## config.mk

```make
export PLATFORM = sky130hd
export DESIGN_NAME = bram_portb_arbiter
export DESIGN_NICKNAME = d
export VERILOG_FILES = /design/src/rtl/bram_portb_arbiter.sv
export SDC_FILE = /design/constraint.sdc
export NUM_CORES = 1
export LEC_CHECK = 0
export BUFFER_PORTS_ARGS = -buffer_cell sky130_fd_sc_hd__buf_2
export CAP_MARGIN = 15
export CORE_UTILIZATION = 32
export CTS_BUF_LIST = sky130_fd_sc_hd__clkbuf_4
export CTS_CLUSTER_SIZE = 25
export DETAILED_ROUTE_END_ITERATION = 6
export PLACE_DENSITY = 0.83
export SLEW_MARGIN = 20
export SYNTH_ARGS = -nofsm -noshare
export SYNTH_HDL_FRONTEND = slang
export SYNTH_SLANG_ARGS = --single-unit
```

## constraint.sdc

```tcl
create_clock -name i_clk -period 2.35 [get_ports i_clk]
set_input_delay 0.47 -clock i_clk [delete_from_list [all_inputs] [get_ports i_clk]]
set_output_delay 0.47 -clock i_clk [all_outputs]
set_load 0.02 [all_outputs]
```

## src/rtl/bram_portb_arbiter.sv

```systemverilog
// rtl/bram_portb_arbiter.sv - port-B arbiter between CPU and loader for the byte-enable BRAM
// Fixed CPU priority with bounded loader starvation and a loader lock mode for bursts.
module bram_portb_arbiter #(
    parameter int AW         = 9,
    parameter int STARVE_MAX = 4
) (
    input  logic          i_clk,
    input  logic          i_rst_n,

    input  logic          i_c_req,
    input  logic          i_c_we,
    input  logic [1:0]    i_c_be,
    input  logic [AW:1]   i_c_addr,
    input  logic [15:0]   i_c_wdata,
    output logic          o_c_gnt,
    output logic          o_c_rvalid,
    output logic [15:0]   o_c_rdata,

    input  logic          i_l_req,
    input  logic          i_l_we,
    input  logic [1:0]    i_l_be,
    input  logic [AW:1]   i_l_addr,
    input  logic [15:0]   i_l_wdata,
    input  logic          i_l_lock,
    output logic          o_l_gnt,
    output logic          o_l_rvalid,
    output logic [15:0]   o_l_rdata,

    output logic          o_lock,

    output logic          o_b_en,
    output logic          o_b_we_h,
    output logic          o_b_we_l,
    output logic [AW:1]   o_b_addr,
    output logic [7:0]    o_b_din_h,
    output logic [7:0]    o_b_din_l,
    input  logic [7:0]    i_b_dout_h,
    input  logic [7:0]    i_b_dout_l
);

    typedef enum logic {
        ST_ARB  = 1'b0,
        ST_LOCK = 1'b1
    } state_t;

    typedef enum logic [1:0] {
        OWN_NONE = 2'd0,
        OWN_CPU  = 2'd1,
        OWN_LDR  = 2'd2
    } owner_t;

    localparam logic [3:0] STARVE_LIM = 4'(STARVE_MAX);

    state_t      r_state;
    state_t      w_state_nxt;
    owner_t      r_owner;
    logic [3:0]  r_starve;
    logic [3:0]  w_starve_nxt;
    logic        r_c_rvalid;
    logic        r_l_rvalid;
    logic        w_c_gnt;
    logic        w_l_gnt;
    logic        w_starved;
    logic        w_c_rd;
    logic        w_l_rd;

    assign w_starved = (r_starve == STARVE_LIM);

    always_comb begin
        w_c_gnt      = 1'b0;
        w_l_gnt      = 1'b0;
        w_state_nxt  = r_state;
        w_starve_nxt = r_starve;
        // Grants are suppressed while reset is asserted, even asynchronously.
        if (i_rst_n) begin
            case (r_state)
                ST_ARB: begin
                    if (i_c_req && !(w_starved && i_l_req)) begin
                        w_c_gnt = 1'b1;
                    end else if (i_l_req) begin
                        w_l_gnt = 1'b1;
                    end
                    if (w_l_gnt && i_l_lock) begin
                        w_state_nxt = ST_LOCK;
                    end
                    if (w_l_gnt || !i_l_req) begin
                        w_starve_nxt = 4'd0;
                    end else if (w_c_gnt && !w_starved) begin
                        w_starve_nxt = r_starve + 4'd1;
                    end
                end
                ST_LOCK: begin
                    // The lock-release cycle itself is still served as LOCK.
                    w_l_gnt = i_l_req;
                    if (!i_l_lock) begin
                        w_state_nxt = ST_ARB;
                    end
                end
                default: begin
                    w_state_nxt = ST_ARB;
                end
            endcase
        end
    end

    assign w_c_rd = w_c_gnt & ~i_c_we;
    assign w_l_rd = w_l_gnt & ~i_l_we;

    always_ff @(posedge i_clk or negedge i_rst_n) begin
        if (!i_rst_n) begin
            r_state    <= ST_ARB;
            r_starve   <= 4'd0;
            r_c_rvalid <= 1'b0;
            r_l_rvalid <= 1'b0;
            r_owner    <= OWN_NONE;
        end else begin
            r_state    <= w_state_nxt;
            r_starve   <= w_starve_nxt;
            r_c_rvalid <= w_c_rd;
            r_l_rvalid <= w_l_rd;
            if (w_c_rd) begin
                r_owner <= OWN_CPU;
            end else if (w_l_rd) begin
                r_owner <= OWN_LDR;
            end
        end
    end

    assign o_c_gnt    = w_c_gnt;
    assign o_l_gnt    = w_l_gnt;
    assign o_c_rvalid = r_c_rvalid;
    assign o_l_rvalid = r_l_rvalid;
    assign o_lock     = (r_state == ST_LOCK);

    // Read data belongs to whichever requester issued the most recent read.
    assign o_c_rdata  = (r_owner == OWN_CPU) ? {i_b_dout_h, i_b_dout_l} : 16'h0000;
    assign o_l_rdata  = (r_owner == OWN_LDR) ? {i_b_dout_h, i_b_dout_l} : 16'h0000;

    assign o_b_en     = w_c_gnt | w_l_gnt;
    assign o_b_we_h   = (w_c_gnt & i_c_we & i_c_be[1]) | (w_l_gnt & i_l_we & i_l_be[1]);
    assign o_b_we_l   = (w_c_gnt & i_c_we & i_c_be[0]) | (w_l_gnt & i_l_we & i_l_be[0]);
    assign o_b_addr   = w_l_gnt ? i_l_addr : i_c_addr;
    assign o_b_din_h  = w_l_gnt ? i_l_wdata[15:8] : i_c_wdata[15:8];
    assign o_b_din_l  = w_l_gnt ? i_l_wdata[7:0]  : i_c_wdata[7:0];

endmodule

```

==> results of run 1 <==
[layer usage]
layer  vias up  share of wire (%)
met5         -                  0
met4         0                1.2
met3         5                7.4
met2        90                 55
met1       680                 37
li1        712                  -
[cells in the final DEF (no fill, tap or decap), types with 4 or more instances in the layout]
master	count
and2_1	35
buf_4	11
buf_6	16
mux2_4	14
mux2_2	10
nand2_1	8
dfrtp_1	9
clkbuf_4	4
inv_1	5
buf_2	126
[report_power, final]
part           internal [uW]  switching [uW]  leakage (uW)
Clock                   77.2            61.9     0.0000184
Sequential               168            9.41      0.000119
Combinational            255             291       0.00106
Total                    501             362       0.00119
[critical path, stage by stage, from the launching register on]
cell       delay (ns)
dfrtp_1          0.39
inv_2            0.09
ha_4             0.15
nand4b_4         0.12
a21oi_4          0.16
buf_6            0.14
clkbuf_16        0.15
mux2_4           0.30
buf_6            0.13
[flip-flops by register name, summed over array words and instances, names as in the netlist]
register    flops
o_lock          1
o_c_rvalid      1
o_l_rvalid      1
r_starve        4
r_owner         2
[final cells by class]
type / instances / area share [%]
Clock buffer: 4 / 1.44
Inverter: 7 / 1.26
Multi-Input combinational cell: 96 / 39.0
Sequential cell: 9 / 10.8
Tap cell: 44 / 2.63
Timing Repair Buffer: 155 / 44.9
[through the flow]
stage	cells	setup WS [ns]	total power, uW	utilization (%)	cell area, sq um
after floorplan	116	0.173	472	-	1040
after global placement	301	0.156	650	58.7	1810
after detailed placement	301	0.102	661	58.7	1810
after CTS	312	-0.0878	826	63.1	1940
after global routing	315	-0.104	913	67.9	2090
final	315	-0.0378	863	67.9	2090
[cell families after synthesis]
kind of cell    share of synthesized area, %
flops                                   21.7
compound gates                          9.87
fa+ha+maj                               2.41
mux                                     27.1
simple gates                            32.9
buf+inv                                 6.14
[Yosys cell counts (all sizes together) (3+ instances only)]
| library cell | number | area (sq um) |
|---|---|---|
| dfrtp | 9 | 225 |
| mux2 | 25 | 282 |
| inv | 7 | 26.3 |
| and2 | 35 | 219 |
| nand3 | 3 | 15.0 |
| o22ai | 3 | 18.8 |
| nand2 | 8 | 30.0 |
[path summary, 6_finish.rpt]
check / end / cells after the start / slack (ns)
max in group asynchronous: o_l_rvalid / 2 / 2.06
setup / recovery: o_b_din_h[1] / 8 / -0.04
setup reg to reg: r_owner[0] / 7 / 0.70
min in group i_clk: o_c_rvalid / 2 / 0.41
hold reg to reg: r_owner[1] / 1 / 0.54
hold / removal: o_lock / 2 / 0.12
[repair_timing]
item	CTS	global route
gates resized for setup	12	38
endpoints found under the setup margin	25	25
buffers inserted	6	3
cloned	1	1
pin swaps	1	2
hold endpoints to repair	0	0
==> out/metrics.cfg, run 1 <==
[outcome]
run_status = finished, violations left
violations = setup timing

[worst_setup_path]
worstSetupStartpoint = r_starve[1]
crit_type = reg2out
crit_path_end_kind = primary output
worstPathMaxFanout = 6
cp.required_ns = 1.88
critPathArrivalTime_ns = 1.92
timing.rr.start = r_starve[1]
startpoint_type = flop

[sta]
rsz0062_at_grt = true
period_minus_slack_ns = 2.39
slew_viol_final = 0
worst_pin_slew_ns = 0.709
fin_tns_setup_ns = -0.305
hold_viol = 0
fin_ws_ns = -0.0378
setup_viol = 19
clock_skew_ns = 0.0112
max_freq_mhz = 419
fin_hold_ws_ns = 0.120
slew_headroom_pct = 52.6
period_share_pct = 102

[detailed_routing]
via_count = 1487
drt_first_pass_iters = 4
wirelength_um = 4000
drtIter0Drc = 27
vias_per_cell = 4.72
drt-wirelength-per-cell_um = 12.7
route.detailed.drc = 0
ant_nets = 0

[grt]
global_route.usage.met3_pct = 3.06
grt_pass1_wl_um = 5500
top_usage_layer = met2
grt_max_degree = 17
met1_usage_pct = 20.6
grt_pass1_vias = 1365
grt_use_met2_pct = 43.2
grt-ovfl-total = 0
antenna_found_initial = 0
grt.total_usage_pct = 21.0

[floorplanning]
fp.coreArea_sq_um = 3080
initial_utilization_pct = 33.8
pin_count = 142
fp.dieH_um = 59
row_count = 20
fp.dieW_um = 59
die_area_sq_um = 3480

[synth]
synthesis.area_sq_um = 1040
yosys_register_bits = 9
yosysSeqAreaShare_pct = 21.7
syn_area_per_cell_sq_um = 8.96
ys_warn_count = 0
synth_nets = 195
synth.distinct_cells = 27
synthCells = 116
ys.flop_type = dfrtp_1
synthArstFlopShare_pct = 100
synth_edf_count = 0

[placed_design]
io_buffers = 141
detailed_place_hpwl_um = 3140
finalWeightedCongestion = 0.865

[power_and_ir_drop]
ir_worst_vdd_mv = 0.220
leakage_uw = 0.00119
p_per_area_nw_per_um2 = 413

[clock_tree]
root_buffer = clkbuf_4
clk_latency_ns = 0.27
cts.clk_slew.worst_paths_ns = 0.07
hold_buffers = 0
cts_buffers = 3
h-tree-depth = 1
cts_tree = built
clock-sinks = 9
clockBufferDepth = 2

[cells_and_area]
layout-drive-gt1-share_pct = 69.4
multiInputGateArea_sq_um = 816
final_nets = 351
nFillCells = 268
regArea_sq_um = 225
syn_to_final_growth_pct = 101
antennaDiodeCount = 0

[hold_path]
hp-class = in2async

[flow_run]
maxCapViolations = 0

Note: power is estimated with default switching activity, not from simulation.
==> run 2: changes to the inputs <==
--- a/config.mk
+++ b/config.mk
@@ -5,7 +5,7 @@
 export SDC_FILE = /design/constraint.sdc
 export NUM_CORES = 1
 export LEC_CHECK = 0
-export BUFFER_PORTS_ARGS = -buffer_cell sky130_fd_sc_hd__buf_2
+export BUFFER_PORTS_ARGS = -buffer_cell sky130_fd_sc_hd__buf_4
 export CAP_MARGIN = 15
 export CORE_UTILIZATION = 32
 export CTS_BUF_LIST = sky130_fd_sc_hd__clkbuf_4
==> out/metrics.cfg, run 2 (synthesis results as in run 1) <==
[sta]
period_share_pct = 102
worst_pin_slew_ns = 0.765
fin_tns_setup_ns = -0.547
period_minus_slack_ns = 2.40
clock_skew_ns = 0.00238
fin_hold_ws_ns = 0.0346
max_freq_mhz = 416
hold_viol = 0
slew_viol_final = 0
rsz0062_at_grt = true
slew_headroom_pct = 48.9
setup_viol = 16
fin_ws_ns = -0.0537

[clock_tree]
clk_latency_ns = 0.26
root_buffer = clkbuf_4
clockBufferDepth = 2
cts_tree = built
cts_buffers = 3
hold_buffers = 0
clock-sinks = 9
cts.clk_slew.worst_paths_ns = 0.06
h-tree-depth = 1

[cells_and_area]
nFillCells = 234
largest_reg_flops = 4
final_nets = 349
layout-drive-gt1-share_pct = 69.5
antennaDiodeCount = 0
utilization_pct = 78.6
top_register = r_starve
mostFrequentLayoutCell = buf_4
reg_top3 = r_starve: 4 flops, r_owner: 2 flops
final_cell_mix = buf_4, and2_1, buf_6, mux2_4, mux2_2
syn_to_final_growth_pct = 133

[worst_setup_path]
crit_path_end_kind = primary output
rr_endpoint = r_owner[0]
timing.rr.start = r_starve[1]
crit_family = buffers and inverters
rrSetupSlack_ns = 0.83
max_stage_delay_ns = 0.38
startpoint_type = flop
cp_num_buf_inv = 4
cp.required_ns = 1.88
crit_type = reg2out
cpMaxStageDelayCell = dfrtp_1
critPathArrivalTime_ns = 1.93
path_cells = inv_2 > ha_4 > nand4b_4 > a21oi_4 > buf_12 > clkbuf_16 > mux2_4 > buf_6
worstPathMaxFanout = 7
worstSetupStartpoint = r_starve[1]
reg2regPathDepth = 6

[power_and_ir_drop]
p_per_area_nw_per_um2 = 394
seq_power_share_pct = 18.6
switching_power_uw = 367
combPwrFrac_pct = 67.3
intPower_uw = 586
leakage_uw = 0.00128
ir_worst_vdd_mv = 0.183
sw_frac_of_total_pct = 38.5
clockPowerShare_pct = 14.1

[flow_run]
maxCapViolations = 0

[grt]
grt_max_degree = 17
grt-ovfl-total = 0
grt_pass1_vias = 1340
grt.total_usage_pct = 23.4
antenna_found_initial = 0
grt_pass1_wl_um = 6110

[detailed_routing]
drtIter0Drc = 50
wirelength_um = 4490
drt_first_pass_iters = 4
drt-wirelength-per-cell_um = 14.3
vias_per_cell = 4.75
route.detailed.drc = 0
via_count = 1486
ant_nets = 0

[floorplanning]
fp.dieH_um = 59
initial_utilization_pct = 33.8
row_count = 20
fp.coreArea_sq_um = 3080
pin_count = 142
fp.dieW_um = 59
die_area_sq_um = 3480

[outcome]
run_status = finished, violations left
violations = setup timing

[placed_design]
detailed_place_hpwl_um = 3380
io_buffers = 141
finalWeightedCongestion = 0.815

[hold_path]
hp-class = in2async

run 2: metal layers:
layer	up-vias	global-route usage [%]	part of all wire [%]
met1	661	24.4	33
met2	105	44.2	54
met4	0	10.5	3.3
met5	-	0	0
li1	706	-	-
met3	14	5.24	9.5
run 2: through the flow:
stage	cells	power [uW]	instance area, sq um	setup WS [ns]
CTS	313	947	2380	-0.0693
global placement	301	754	2160	0.182
floorplan	116	472	1040	0.173
detailed placement	301	762	2160	0.123
finish	313	953	2420	-0.0537
global route	313	1000	2420	-0.119
run 2: layout make-up:
type	instances	area [sq um]	share of cell area, %
Clock buffer	4	30.0	1.24
Inverter	7	26.3	1.09
Multi-Input combinational cell	96	820	33.9
Sequential cell	9	225	9.31
Tap cell	44	55.1	2.28
Timing Repair Buffer	153	1260	52.2
run 2: power by group through the flow:
stage / Sequential (uW) / Combinational (uW) / Clock [uW]
floorplan: 182 / 290 / 0
detailed placement: 182 / 580 / 0
CTS: 177 / 634 / 135
finish: 177 / 642 / 134
global route: 179 / 680 / 142
global placement: 180 / 574 / 0
run 2: repair_timing:
action,4_1_cts,5_1_grt
gates cloned,0,1
pin swaps,2,2
buffers inserted,8,0
resized for setup,33,7
setup endpoints to repair,25,27
run 2: how the worst max path moves through the flow:
| stage | end | cells past startpoint | slack, ns |
|---|---|---|---|
| after detailed placement | o_b_din_l[6] | 7 | 0.12 |
| after global placement | o_b_din_h[1] | 7 | 0.18 |
| after floorplan | o_b_din_l[1] | 6 | 0.17 |
| after CTS | o_b_din_l[6] | 8 | -0.07 |
| after global routing | o_b_din_h[4] | 8 | -0.12 |
| final | o_b_din_h[4] | 8 | -0.05 |
run 2: worst reg2reg max path, cell delays in order (launching register included):
cell,delay (ns)
dfrtp_1,0.38
inv_2,0.08
ha_4,0.15
nand4b_4,0.12
buf_4,0.17
a211oi_1,0.36
o22ai_1,0.13
